### src/rtl/dwt_decimator_pkg.sv
// dwt_pkg: shared sample widths, saturation limits and the 20-to-16-bit clamp
package dwt_pkg;
    localparam int FILT_W = 20;
    localparam int SAMP_W = 16;
    localparam logic signed [SAMP_W-1:0] SAT_MAX = 16'sh7FFF;
    localparam logic signed [SAMP_W-1:0] SAT_MIN = 16'sh8000;
    function automatic logic signed [SAMP_W-1:0] sat16(input logic signed [FILT_W-1:0] x);
        return (x > SAT_MAX) ? SAT_MAX : (x < SAT_MIN) ? SAT_MIN : x[SAMP_W-1:0];
    endfunction
endpackage

### src/rtl/dwt_decimator_sync_fifo.sv
// sync_fifo: circular buffer with occupancy count; a push into a full FIFO is taken only alongside a pop
module sync_fifo #(
    parameter int WIDTH = 16,
    parameter int DEPTH = 8
) (
    input  logic                   clk,
    input  logic                   rst_n,
    input  logic                   push,
    input  logic                   pop,
    input  logic [WIDTH-1:0]       wdata,
    output logic [WIDTH-1:0]       rdata,
    output logic                   full,
    output logic                   empty,
    output logic [$clog2(DEPTH):0] level
);
    localparam int AW = $clog2(DEPTH);
    logic [WIDTH-1:0] mem [DEPTH];
    logic [AW-1:0]    wptr, rptr;
    logic             do_push, do_pop;
    assign empty   = level == '0;
    assign full    = level == (AW+1)'(DEPTH);
    assign do_pop  = pop && !empty;
    assign do_push = push && (!full || do_pop);
    assign rdata   = mem[rptr];
    always_ff @(posedge clk or negedge rst_n) begin
        if (!rst_n) begin
            for (int i = 0; i < DEPTH; i++) mem[i] <= '0;
            wptr  <= '0;
            rptr  <= '0;
            level <= '0;
        end else begin
            if (do_push) mem[wptr] <= wdata;
            if (do_push) wptr <= wptr + 1'b1;
            if (do_pop) rptr <= rptr + 1'b1;
            level <= level + {{AW{1'b0}}, do_push} - {{AW{1'b0}}, do_pop};
        end
    end
endmodule

### src/rtl/dwt_decimator.sv
// dwt_decimator: keep one filter sample in two, scale and saturate to 16 bits, buffer in a FIFO
module dwt_decimator
    import dwt_pkg::*;
#(
    parameter int DEPTH = 8,
    parameter int PHASE = 0,
    parameter int SHIFT = 0
) (
    input  logic                     clk,
    input  logic                     rst_n,
    input  logic                     in_valid,
    input  logic signed [FILT_W-1:0] data_in,
    output logic                     out_valid,
    input  logic                     out_ready,
    output logic signed [SAMP_W-1:0] data_out,
    output logic [$clog2(DEPTH):0]   level,
    output logic                     overflow,
    input  logic                     clr_ovf
);
    logic                     ph, keep, st_valid, pop, full, empty;
    logic signed [SAMP_W-1:0] st_data;
    logic signed [FILT_W-1:0] scaled;
    logic [SAMP_W-1:0]        head;
    assign keep      = in_valid && (ph == 1'(PHASE));
    assign scaled    = data_in >>> SHIFT;
    assign out_valid = !empty;
    assign pop       = out_valid && out_ready;
    assign data_out  = head;
    always_ff @(posedge clk or negedge rst_n) begin
        if (!rst_n) begin
            ph       <= 1'b0;
            st_valid <= 1'b0;
            st_data  <= '0;
            overflow <= 1'b0;
        end else begin
            ph       <= ph ^ in_valid;
            st_valid <= keep;
            if (keep) st_data <= sat16(scaled);
            // a drop in the same cycle wins over a clear request
            if (st_valid && full && !pop) overflow <= 1'b1;
            else if (clr_ovf) overflow <= 1'b0;
        end
    end
    sync_fifo #(.WIDTH(SAMP_W), .DEPTH(DEPTH)) u_fifo (
        .clk   (clk),
        .rst_n (rst_n),
        .push  (st_valid),
        .pop   (pop),
        .wdata (st_data),
        .rdata (head),
        .full  (full),
        .empty (empty),
        .level (level)
    );
endmodule

### config.mk
export PLATFORM = sky130hd
export DESIGN_NAME = dwt_decimator
export DESIGN_NICKNAME = d
export VERILOG_FILES = /design/src/rtl/dwt_decimator_pkg.sv /design/src/rtl/dwt_decimator_sync_fifo.sv /design/src/rtl/dwt_decimator.sv
export SDC_FILE = /design/constraint.sdc
export NUM_CORES = 1
export LEC_CHECK = 0
export BUFFER_PORTS_ARGS = -buffer_cell sky130_fd_sc_hd__buf_2
export CAP_MARGIN = 15
export CORE_MARGIN = 2
export CORE_UTILIZATION = 60
export DETAILED_ROUTE_END_ITERATION = 6
export GPL_ROUTABILITY_DRIVEN = 0
export PLACE_DENSITY_LB_ADDON = 0.2
export SLEW_MARGIN = 20
export SYNTH_ARGS = -nofsm -noshare
export SYNTH_HDL_FRONTEND = slang
export SYNTH_SLANG_ARGS = --single-unit
### constraint.sdc
create_clock -name clk -period 2.6 [get_ports clk]
set_input_delay 0.26 -clock clk [delete_from_list [all_inputs] [get_ports clk]]
set_output_delay 0.26 -clock clk [all_outputs]
set_load 0.01 [all_outputs]
==> reports/summary.json, run 1 <==
{
  "run_status": {"value": "completed"},
  "clock_tree.buffer_depth": {"value": 2},
  "remaining_design_rule_violation_count": {"value": 0},
  "critical_path_peak_fanout": {"value": 12},
  "timing_hold_violations_final": {"value": 0},
  "antenna_cells_inserted": {"value": 0},
  "netlist-cell-type-count": {"value": 42},
  "post_route_fraction_of_the_period_consumed_by_the_critical_path": {"value": 0.890},
  "place_worst_setup_slack": {"value": 0.327, "unit": "ns"},
  "drt-met1-wl": {"value": 6730, "unit": "µm"},
  "synthesized_instance_count": {"value": 468},
  "tritoncts_clock_tree": {"value": "built"},
  "synth_seq_area_share": {"value": 0.532},
  "internal_power_of_the_cells": {"value": 7.83, "unit": "mW"},
  "wl": {"value": 14900, "unit": "µm"},
  "p_per_area": {"value": 1320, "unit": "nW/µm²"},
  "cts.root.buffer_cell": {"value": "sky130_fd_sc_hd__clkbuf_16"},
  "rel_slew_slack": {"value": 0.578},
  "power.share.combinational": {"value": 0.352},
  "worst_hold_path_type": {"value": "in2reg"},
  "irDropWorstVdd": {"value": 1.15, "unit": "mV"},
  "post_cts.repair.setup_buffers": {"value": 0},
  "dp.final_hpwl": {"value": 9320, "unit": "µm"},
  "setup_viol": {"value": 0},
  "power_switching": {"value": 3.48, "unit": "mW"},
  "grt_antenna_before_repair": {"value": 0},
  "wl_per_cell": {"value": 21.6, "unit": "µm"},
  "report.final.slew_viol_count": {"value": 0},
  "setup_skew": {"value": 0.00778, "unit": "ns"},
  "post_detailed_route_via_to_cell_ratio": {"value": 6.05},
  "power.switching_fraction": {"value": 0.308},
  "number_of_nets_in_the_final_layout": {"value": 562},
  "fin_tns_setup": {"value": 0, "unit": "ns"},
  "grt_start_max_net_pins": {"value": 66},
  "yosys_warnings": {"value": 0},
  "first_global_vias": {"value": 4557},
  "drv_cap": {"value": 0},
  "highest-signal-layer": {"value": "met4"},
  "placement.io_buffers": {"value": 46},
  "core.rowCount": {"value": 40},
  "tritoncts_num_sinks": {"value": 157},
  "setup_repair_after_global_routing_missed_its_margin": {"value": "no"},
  "clk_latency_worst_skew_pair": {"value": 0.42, "unit": "ns"},
  "synth.ff_latch_count": {"value": 157},
  "power.sequential.fraction": {"value": 0.393},
  "design.die.area": {"value": 13200, "unit": "µm²"},
  "cts-buffers-inserted": {"value": 17},
  "wl_met3": {"value": 582, "unit": "µm"},
  "timing.critical_path.slowest_stage_cell": {"value": "sky130_fd_sc_hd__mux4_2"},
  "synthesis.area_per_instance": {"value": 15.8, "unit": "µm²"},
  "cellLeakagePower": {"value": 4.08, "unit": "nW"},
  "h_tree_depth": {"value": 4},
  "initial_core_util": {"value": 0.614},
  "critical_path_required": {"value": 2.34, "unit": "ns"},
  "route.vias.total": {"value": 4161},
  "drive_above_1_share": {"value": 0.543},
  "timing.critical_path.from_type": {"value": "flip-flop"},
  "worstPathCellList": {"value": "buf_4 > mux4_2 > mux2_2 > buf_2"},
  "critical_path.max_stage_delay": {"value": 0.56, "unit": "ns"},
  "finalWorstPathRequiredPeriod": {"value": 2.31, "unit": "ns"},
  "grt-ovfl-total": {"value": 0},
  "layout_setup_ws": {"value": 0.287, "unit": "ns"},
  "p_clk_frac": {"value": 0.256},
  "gr-usage-all-layers": {"value": 0.252},
  "synth.cell_area": {"value": 7380, "unit": "µm²"},
  "worst_setup_hold_path_clk_slew": {"value": 0.06, "unit": "ns"},
  "timing.critical_path.to_type": {"value": "output port"},
  "fp.dieW": {"value": 115, "unit": "µm"},
  "floorplan.io_pins": {"value": 47},
  "grt_pass1_wl": {"value": 24700, "unit": "µm"},
  "detail_route.iter0.violations": {"value": 237},
  "wl_met2": {"value": 7410, "unit": "µm"},
  "area.growth.synth_to_final": {"value": 15.7, "unit": "%"},
  "postSynthNetCount": {"value": 502},
  "critPathArrivalTime": {"value": 2.05, "unit": "ns"},
  "detail-route-antenna-nets": {"value": 0},
  "worst_slew_pin_slew": {"value": 0.631, "unit": "ns"},
  "floorplan.core_area": {"value": 12000, "unit": "µm²"},
  "critPathKind": {"value": "reg2out"},
  "maxClockFrequency": {"value": 432, "unit": "MHz"},
  "die-height": {"value": 115, "unit": "µm"},
  "drt_first_pass_iters": {"value": 4}
}
## synth_stat cells (all sizes together)
cell type | n | share of area
fa | 1 | 0.0027
nor3b | 2 | 0.0034
ha | 8 | 0.014
or3b | 2 | 0.0024
o21ai | 3 | 0.0036
dfrtp | 157 | 0.53
o211ai | 3 | 0.0068
nand4b | 1 | 0.0012
a21o | 1 | 0.0010
and4 | 1 | 0.0012
a21oi | 17 | 0.012
and4bb | 1 | 0.0017
mux2i | 1 | 0.0014
mux2 | 147 | 0.24
xnor2 | 5 | 0.0059
nor2 | 1 | 0.00051
buf | 18 | 0.024
mux4 | 32 | 0.098
clkbuf | 12 | 0.0061
a211oi | 2 | 0.0034
or4 | 1 | 0.0010
o22ai | 15 | 0.013
nand3 | 2 | 0.0014
nor2b | 1 | 0.00085
a2111o | 1 | 0.0015
or2 | 1 | 0.00085
xor2 | 1 | 0.0012
nand2 | 2 | 0.0010
nand2b | 1 | 0.00085
a32o | 1 | 0.0014
inv | 26 | 0.013
a2111oi | 1 | 0.0037
## worst paths after layout
path / from / endpoint / slack [ns] / cells after the start
setup / recovery: u_fifo.rptr[0]$_DFFE_PN0P_ / data_out[12] / 0.29 / 4
hold / removal: data_in[7] / st_data[7]$_DFFE_PN0P_ / 0.08 / 3
setup reg to reg: u_fifo.level[2]$_DFF_PN0_ / u_fifo.level[3]$_DFF_PN0_ / 0.33 / 9
hold reg to reg: u_fifo.mem[30]$_DFFE_PN0P_ / u_fifo.mem[30]$_DFFE_PN0P_ / 0.50 / 1
max in group asynchronous: rst_n / u_fifo.rptr[0]$_DFFE_PN0P_ / 1.59 / 3
min in group asynchronous: rst_n / u_fifo.mem[120]$_DFFE_PN0P_ / 0.31 / 2
## cells by family after synthesis
| logic type | synth area share |
|---|---|
| AND/OR/NAND/NOR | 0.0163 |
| buffers and inverters | 0.0431 |
| multiplexers | 0.339 |
| flip-flops | 0.532 |
| XOR/XNOR | 0.00712 |
| AO/OA/AOI/OAI | 0.0461 |
| adder cells (fa/ha/maj) | 0.0163 |
## state kept, by name, indices dropped and copies added (netlist names)
name / cells
u_fifo.mem: 128
st_data: 16
u_fifo.rptr: 3
u_fifo.wptr: 3
overflow: 1
u_fifo.level: 4
ph: 1
st_valid: 1
## routing by layer
| layer | global-route usage | vias up |
|---|---|---|
| met5 | 0 | - |
| met4 | 0.0691 | 0 |
| met3 | 0.0617 | 13 |
| met2 | 0.403 | 69 |
| met1 | 0.351 | 2235 |
| li1 | - | 1844 |
## final cells by class
cell class / instances / area [µm²]
Multi-Input combinational cell: 255 / 3130
Tap cell: 147 / 184
Clock buffer: 17 / 425
Timing Repair Buffer: 71 / 502
Inverter: 26 / 97.6
Sequential cell: 157 / 3930
Clock inverter: 15 / 269
Fill cell: 779 / 3470
## power by group through the flow
stage                     Clock, mW  Combinational (mW)  Sequential [mW]
after detailed placement          0                4.01             4.45
after global placement            0                3.90             4.36
after floorplan                   0                3.13             4.09
after global routing           3.05                4.32             4.59
after CTS                      2.94                4.05             4.43
final                          2.89                3.98             4.44
## through the flow
| step | cell area (µm²) | total power, mW | hold WS (ns) | utilization | std cells |
|---|---|---|---|---|---|
| floorplan | 7380 | 7.22 | -0.0356 | - | 468 |
| global placement | 7840 | 8.26 | 0.196 | 0.652 | 655 |
| detailed placement | 7840 | 8.46 | 0.201 | 0.652 | 655 |
| CTS | 8540 | 11.4 | 0.0701 | 0.711 | 688 |
| global route | 8540 | 12.0 | 0.0822 | 0.711 | 688 |
| finish | 8540 | 11.3 | 0.0822 | 0.711 | 688 |
## placed cells by master (no fill, tap or decap), types with 2 or more instances in the layout
cell,instances
sky130_fd_sc_hd__mux2_4,30
sky130_fd_sc_hd__clkbuf_16,17
sky130_fd_sc_hd__clkinv_4,5
sky130_fd_sc_hd__mux4_2,32
sky130_fd_sc_hd__buf_2,45
sky130_fd_sc_hd__nand3_1,2
sky130_fd_sc_hd__clkinv_2,3
sky130_fd_sc_hd__nand2_1,2
sky130_fd_sc_hd__o22ai_1,15
sky130_fd_sc_hd__o211ai_4,2
sky130_fd_sc_hd__a211oi_2,2
sky130_fd_sc_hd__buf_4,18
sky130_fd_sc_hd__a21oi_1,16
sky130_fd_sc_hd__mux2_2,117
sky130_fd_sc_hd__dfrtp_1,156
sky130_fd_sc_hd__inv_1,26
sky130_fd_sc_hd__buf_12,6
sky130_fd_sc_hd__bufinv_16,7
sky130_fd_sc_hd__xnor2_1,5
sky130_fd_sc_hd__ha_1,8
sky130_fd_sc_hd__nor3b_2,2
## what timing repair did
item | 4_1_cts | 5_1_grt
hold buffers | 1 | 0
endpoints found under the hold margin | 39 | 0
gates resized for setup | 0 | 0
## critical path, delay by kind of cell (launching register included)
kind	cells	cell delay (ns)
mux	2	0.83
buf+inv	2	0.42
flops	1	0.38
No activity file was read; power rests on OpenSTA's default activity.
==> inputs of run 2 (changes only) <==
--- a/config.mk
+++ b/config.mk
@@ -8,7 +8,7 @@
 export BUFFER_PORTS_ARGS = -buffer_cell sky130_fd_sc_hd__buf_2
 export CAP_MARGIN = 15
 export CORE_MARGIN = 2
-export CORE_UTILIZATION = 60
+export CORE_UTILIZATION = 40
 export DETAILED_ROUTE_END_ITERATION = 6
 export GPL_ROUTABILITY_DRIVEN = 0
 export PLACE_DENSITY_LB_ADDON = 0.2
==> run 2 against run 1 <==
Compared with the run above:
- register-to-register slack worse by 0.05 ns
- routed wire length rose by 4.7%
- global-route usage down 8.0 points
- cell area decreased by 0.26%
- clock skew fell by 0.0024 ns
- cell count up 12%
- clock-buffer cell count increased by 7
- critical endpoint is now data_out[0]
==> reports/summary.json, run 2 (synthesis gave the netlist of run 1 again) <==
{
  "run_status": {"value": "completed", "change": "unchanged"},
  "worst_path_dominant_cell_family": {"value": "multiplexers", "change": "unchanged"},
  "power.switching_fraction": {"value": 0.312, "change": "was 0.308"},
  "most-common-layout-cells": {"value": "sky130_fd_sc_hd__dfrtp_1, sky130_fd_sc_hd__mux2_2, sky130_fd_sc_hd__buf_2", "change": "unchanged"},
  "fp.dieW": {"value": 140, "unit": "µm", "change": "was 115 µm"},
  "fin_tns_setup": {"value": 0, "unit": "ns", "change": "unchanged"},
  "first_global_vias": {"value": 4529, "change": "was 4557"},
  "worst_hold_path_type": {"value": "in2reg", "change": "unchanged"},
  "irDropWorstVdd": {"value": 0.848, "unit": "mV", "change": "was 1.15 mV"},
  "post_route_fraction_of_the_period_consumed_by_the_critical_path": {"value": 0.915, "change": "was 0.890"},
  "critical_path_peak_fanout": {"value": 34, "change": "was 12"},
  "number_of_flip_flops_under_the_largest_register_name": {"value": 128, "change": "unchanged"},
  "post_cts.repair.setup_buffers": {"value": 0, "change": "unchanged"},
  "post_detailed_route_via_to_cell_ratio": {"value": 5.35, "change": "was 6.05"},
  "antenna_cells_inserted": {"value": 0, "change": "unchanged"},
  "core.rowCount": {"value": 49, "change": "was 40"},
  "wl_per_cell": {"value": 20.3, "unit": "µm", "change": "was 21.6 µm"},
  "detail-route-antenna-nets": {"value": 0, "change": "unchanged"},
  "die-height": {"value": 140, "unit": "µm", "change": "was 115 µm"},
  "worst_slew_pin_slew": {"value": 0.641, "unit": "ns", "change": "was 0.631 ns"},
  "critical_path_required": {"value": 2.34, "unit": "ns", "change": "about the same"},
  "drive_above_1_share": {"value": 0.536, "change": "was 0.543"},
  "fill_cells": {"value": 1585, "change": "was 779"},
  "drv_cap": {"value": 0, "change": "unchanged"},
  "remaining_design_rule_violation_count": {"value": 0, "change": "unchanged"},
  "drt_first_pass_iters": {"value": 4, "change": "unchanged"},
  "finalWorstPathRequiredPeriod": {"value": 2.38, "unit": "ns", "change": "was 2.31 ns"},
  "report.final.slew_viol_count": {"value": 0, "change": "unchanged"},
  "largest_register": {"value": "u_fifo.mem", "change": "unchanged"},
  "layout_top_registers": {"value": "u_fifo.mem x128, st_data x16, u_fifo.level x4", "change": "unchanged"},
  "worstPathCellList": {"value": "buf_12 > mux4_2 > mux2_2 > buf_2", "change": "was buf_4 > mux4_2 > mux2_2 > buf_2"},
  "floorplan.core_area": {"value": 18000, "unit": "µm²", "change": "was 12000 µm²"},
  "tritoncts_clock_tree": {"value": "built", "change": "unchanged"},
  "setup_viol": {"value": 0, "change": "unchanged"},
  "setup_skew": {"value": 0.00538, "unit": "ns", "change": "was 0.00778 ns"},
  "place_area": {"value": 7910, "unit": "µm²", "change": "was 7840 µm²"},
  "tritoncts_num_sinks": {"value": 157, "change": "unchanged"},
  "cts.hold.buffers_added": {"value": 1, "change": "unchanged"},
  "initial_core_util": {"value": 0.409, "change": "was 0.614"},
  "worst_setup_hold_path_clk_slew": {"value": 0.06, "unit": "ns", "change": "about the same"},
  "finish.instance_area": {"value": 8520, "unit": "µm²", "change": "was 8540 µm²"},
  "critPathArrivalTime": {"value": 2.12, "unit": "ns", "change": "was 2.05 ns"},
  "critical_path.max_stage_delay": {"value": 0.56, "unit": "ns", "change": "about the same"},
  "route.vias.total": {"value": 4110, "change": "was 4161"},
  "power.sequential.fraction": {"value": 0.401, "change": "was 0.393"},
  "power.share.combinational": {"value": 0.367, "change": "was 0.352"},
  "grt-ovfl-total": {"value": 0, "change": "unchanged"},
  "gr-usage-all-layers": {"value": 0.172, "change": "was 0.252"},
  "p_clk_frac": {"value": 0.232, "change": "was 0.256"},
  "cts-resized-gates": {"value": 0, "change": "unchanged"},
  "cellLeakagePower": {"value": 4.02, "unit": "nW", "change": "was 4.08 nW"},
  "grt_antenna_before_repair": {"value": 0, "change": "unchanged"},
  "placement.io_buffers": {"value": 46, "change": "unchanged"},
  "setup_repair_after_global_routing_missed_its_margin": {"value": "no", "change": "unchanged"},
  "clock_tree.buffer_depth": {"value": 2, "change": "unchanged"},
  "maxClockFrequency": {"value": 420, "unit": "MHz", "change": "was 432 MHz"},
  "h_tree_depth": {"value": 4, "change": "unchanged"},
  "timing.critical_path.from_type": {"value": "flip-flop", "change": "unchanged"},
  "floorplan.io_pins": {"value": 47, "change": "unchanged"},
  "cts-buffers-inserted": {"value": 17, "change": "unchanged"},
  "timing.critical_path.slowest_stage_cell": {"value": "sky130_fd_sc_hd__mux4_2", "change": "unchanged"},
  "grt_start_max_net_pins": {"value": 59, "change": "was 66"},
  "critPathKind": {"value": "reg2out", "change": "unchanged"},
  "area.growth.synth_to_final": {"value": 15.4, "unit": "%", "change": "was 15.7%"},
  "cp.buffers_inverters": {"value": 2, "change": "unchanged"},
  "commonest_non_fill_non_tap_cell_in_the_layout": {"value": "sky130_fd_sc_hd__dfrtp_1", "change": "unchanged"},
  "wl": {"value": 15600, "unit": "µm", "change": "was 14900 µm"},
  "clk_latency_worst_skew_pair": {"value": 0.42, "unit": "ns", "change": "about the same"},
  "power_switching": {"value": 3.39, "unit": "mW", "change": "was 3.48 mW"},
  "rel_slew_slack": {"value": 0.572, "change": "was 0.578"},
  "cts.root.buffer_cell": {"value": "sky130_fd_sc_hd__clkbuf_16", "change": "unchanged"},
  "number_of_nets_in_the_final_layout": {"value": 561, "change": "was 562"},
  "timing_hold_violations_final": {"value": 0, "change": "unchanged"},
  "detail_route.iter0.violations": {"value": 187, "change": "was 237"},
  "design.die.area": {"value": 19500, "unit": "µm²", "change": "was 13200 µm²"},
  "internal_power_of_the_cells": {"value": 7.50, "unit": "mW", "change": "was 7.83 mW"},
  "p_per_area": {"value": 1280, "unit": "nW/µm²", "change": "was 1320 nW/µm²"},
  "grt_pass1_wl": {"value": 25500, "unit": "µm", "change": "was 24700 µm"},
  "timing.critical_path.to_type": {"value": "output port", "change": "unchanged"},
  "dp.final_hpwl": {"value": 10000, "unit": "µm", "change": "was 9320 µm"}
}
## run 2: cell types whose count changed in the layout (fill, tap and decap cells not counted), sizes merged
cell    delta
clkinv     -4
buf        -1
bufinv     -4
clkbuf     +7
## run 2: final timing paths
| check | startpoint | endpoint | slack (ns) | depth (start not counted) |
|---|---|---|---|---|
| worst max-delay path | u_fifo.rptr[0]$_DFFE_PN0P_ | data_out[0] | 0.22 | 4 |
| worst min-delay path | data_in[0] | st_data[0]$_DFFE_PN0P_ | 0.09 | 3 |
| worst max register to register | u_fifo.level[2]$_DFF_PN0_ | u_fifo.level[1]$_DFF_PN0_ | 0.28 | 9 |
| worst min register to register | u_fifo.mem[84]$_DFFE_PN0P_ | u_fifo.mem[84]$_DFFE_PN0P_ | 0.50 | 1 |
| max in group asynchronous | rst_n | u_fifo.rptr[0]$_DFFE_PN0P_ | 1.31 | 3 |
| min in group asynchronous | rst_n | u_fifo.mem[43]$_DFFE_PN0P_ | 0.38 | 2 |
## run 2: area by class of cell
cell class                      count  area, µm²  share of cell area
Tap cell                          229        287              0.0336
Inverter                           26       97.6              0.0115
Multi-Input combinational cell    255       3130               0.368
Sequential cell                   157       3930               0.461
Clock buffer                       24        492              0.0577
Clock inverter                      7        110              0.0129
Timing Repair Buffer               70        469              0.0551
## run 2: metrics by stage
step           hold slack [ns]  total power, mW  utilization  worst slack, ns  instances
5_1_grt                 0.0770             11.6        0.473           0.0436        768
6_report                0.0912             10.9        0.473            0.222        768
2_1_floorplan          -0.0356             7.22            -            0.303        468
4_1_cts                 0.0697             11.1        0.473            0.178        768
3_3_place_gp             0.260             8.29        0.439            0.329        736
3_5_place_dp             0.267             8.48        0.439            0.286        736
## run 2: metal layers
metal  vias up  part of all wire  track usage
met2        55              0.48        0.265
met4         0             0.012       0.0600
met1      2200              0.49        0.244
met5         -                 0            0
li1       1842                 -            -
met3        13             0.025       0.0358
## run 2: power groups by stage
stage / Sequential, mW / Clock, mW / Combinational [mW]
2_1_floorplan: 4.09 / 0 / 3.13
3_3_place_gp: 4.32 / 0 / 3.97
3_5_place_dp: 4.41 / 0 / 4.08
4_1_cts: 4.37 / 2.59 / 4.10
5_1_grt: 4.53 / 2.70 / 4.36
6_report: 4.37 / 2.52 / 4.00
## run 2: tightest hold or removal path, delay by kind of cell
family                 cells  cell delay (ns)
AOI/OAI and AO/OA          2             0.12
buffers and inverters      1             0.08
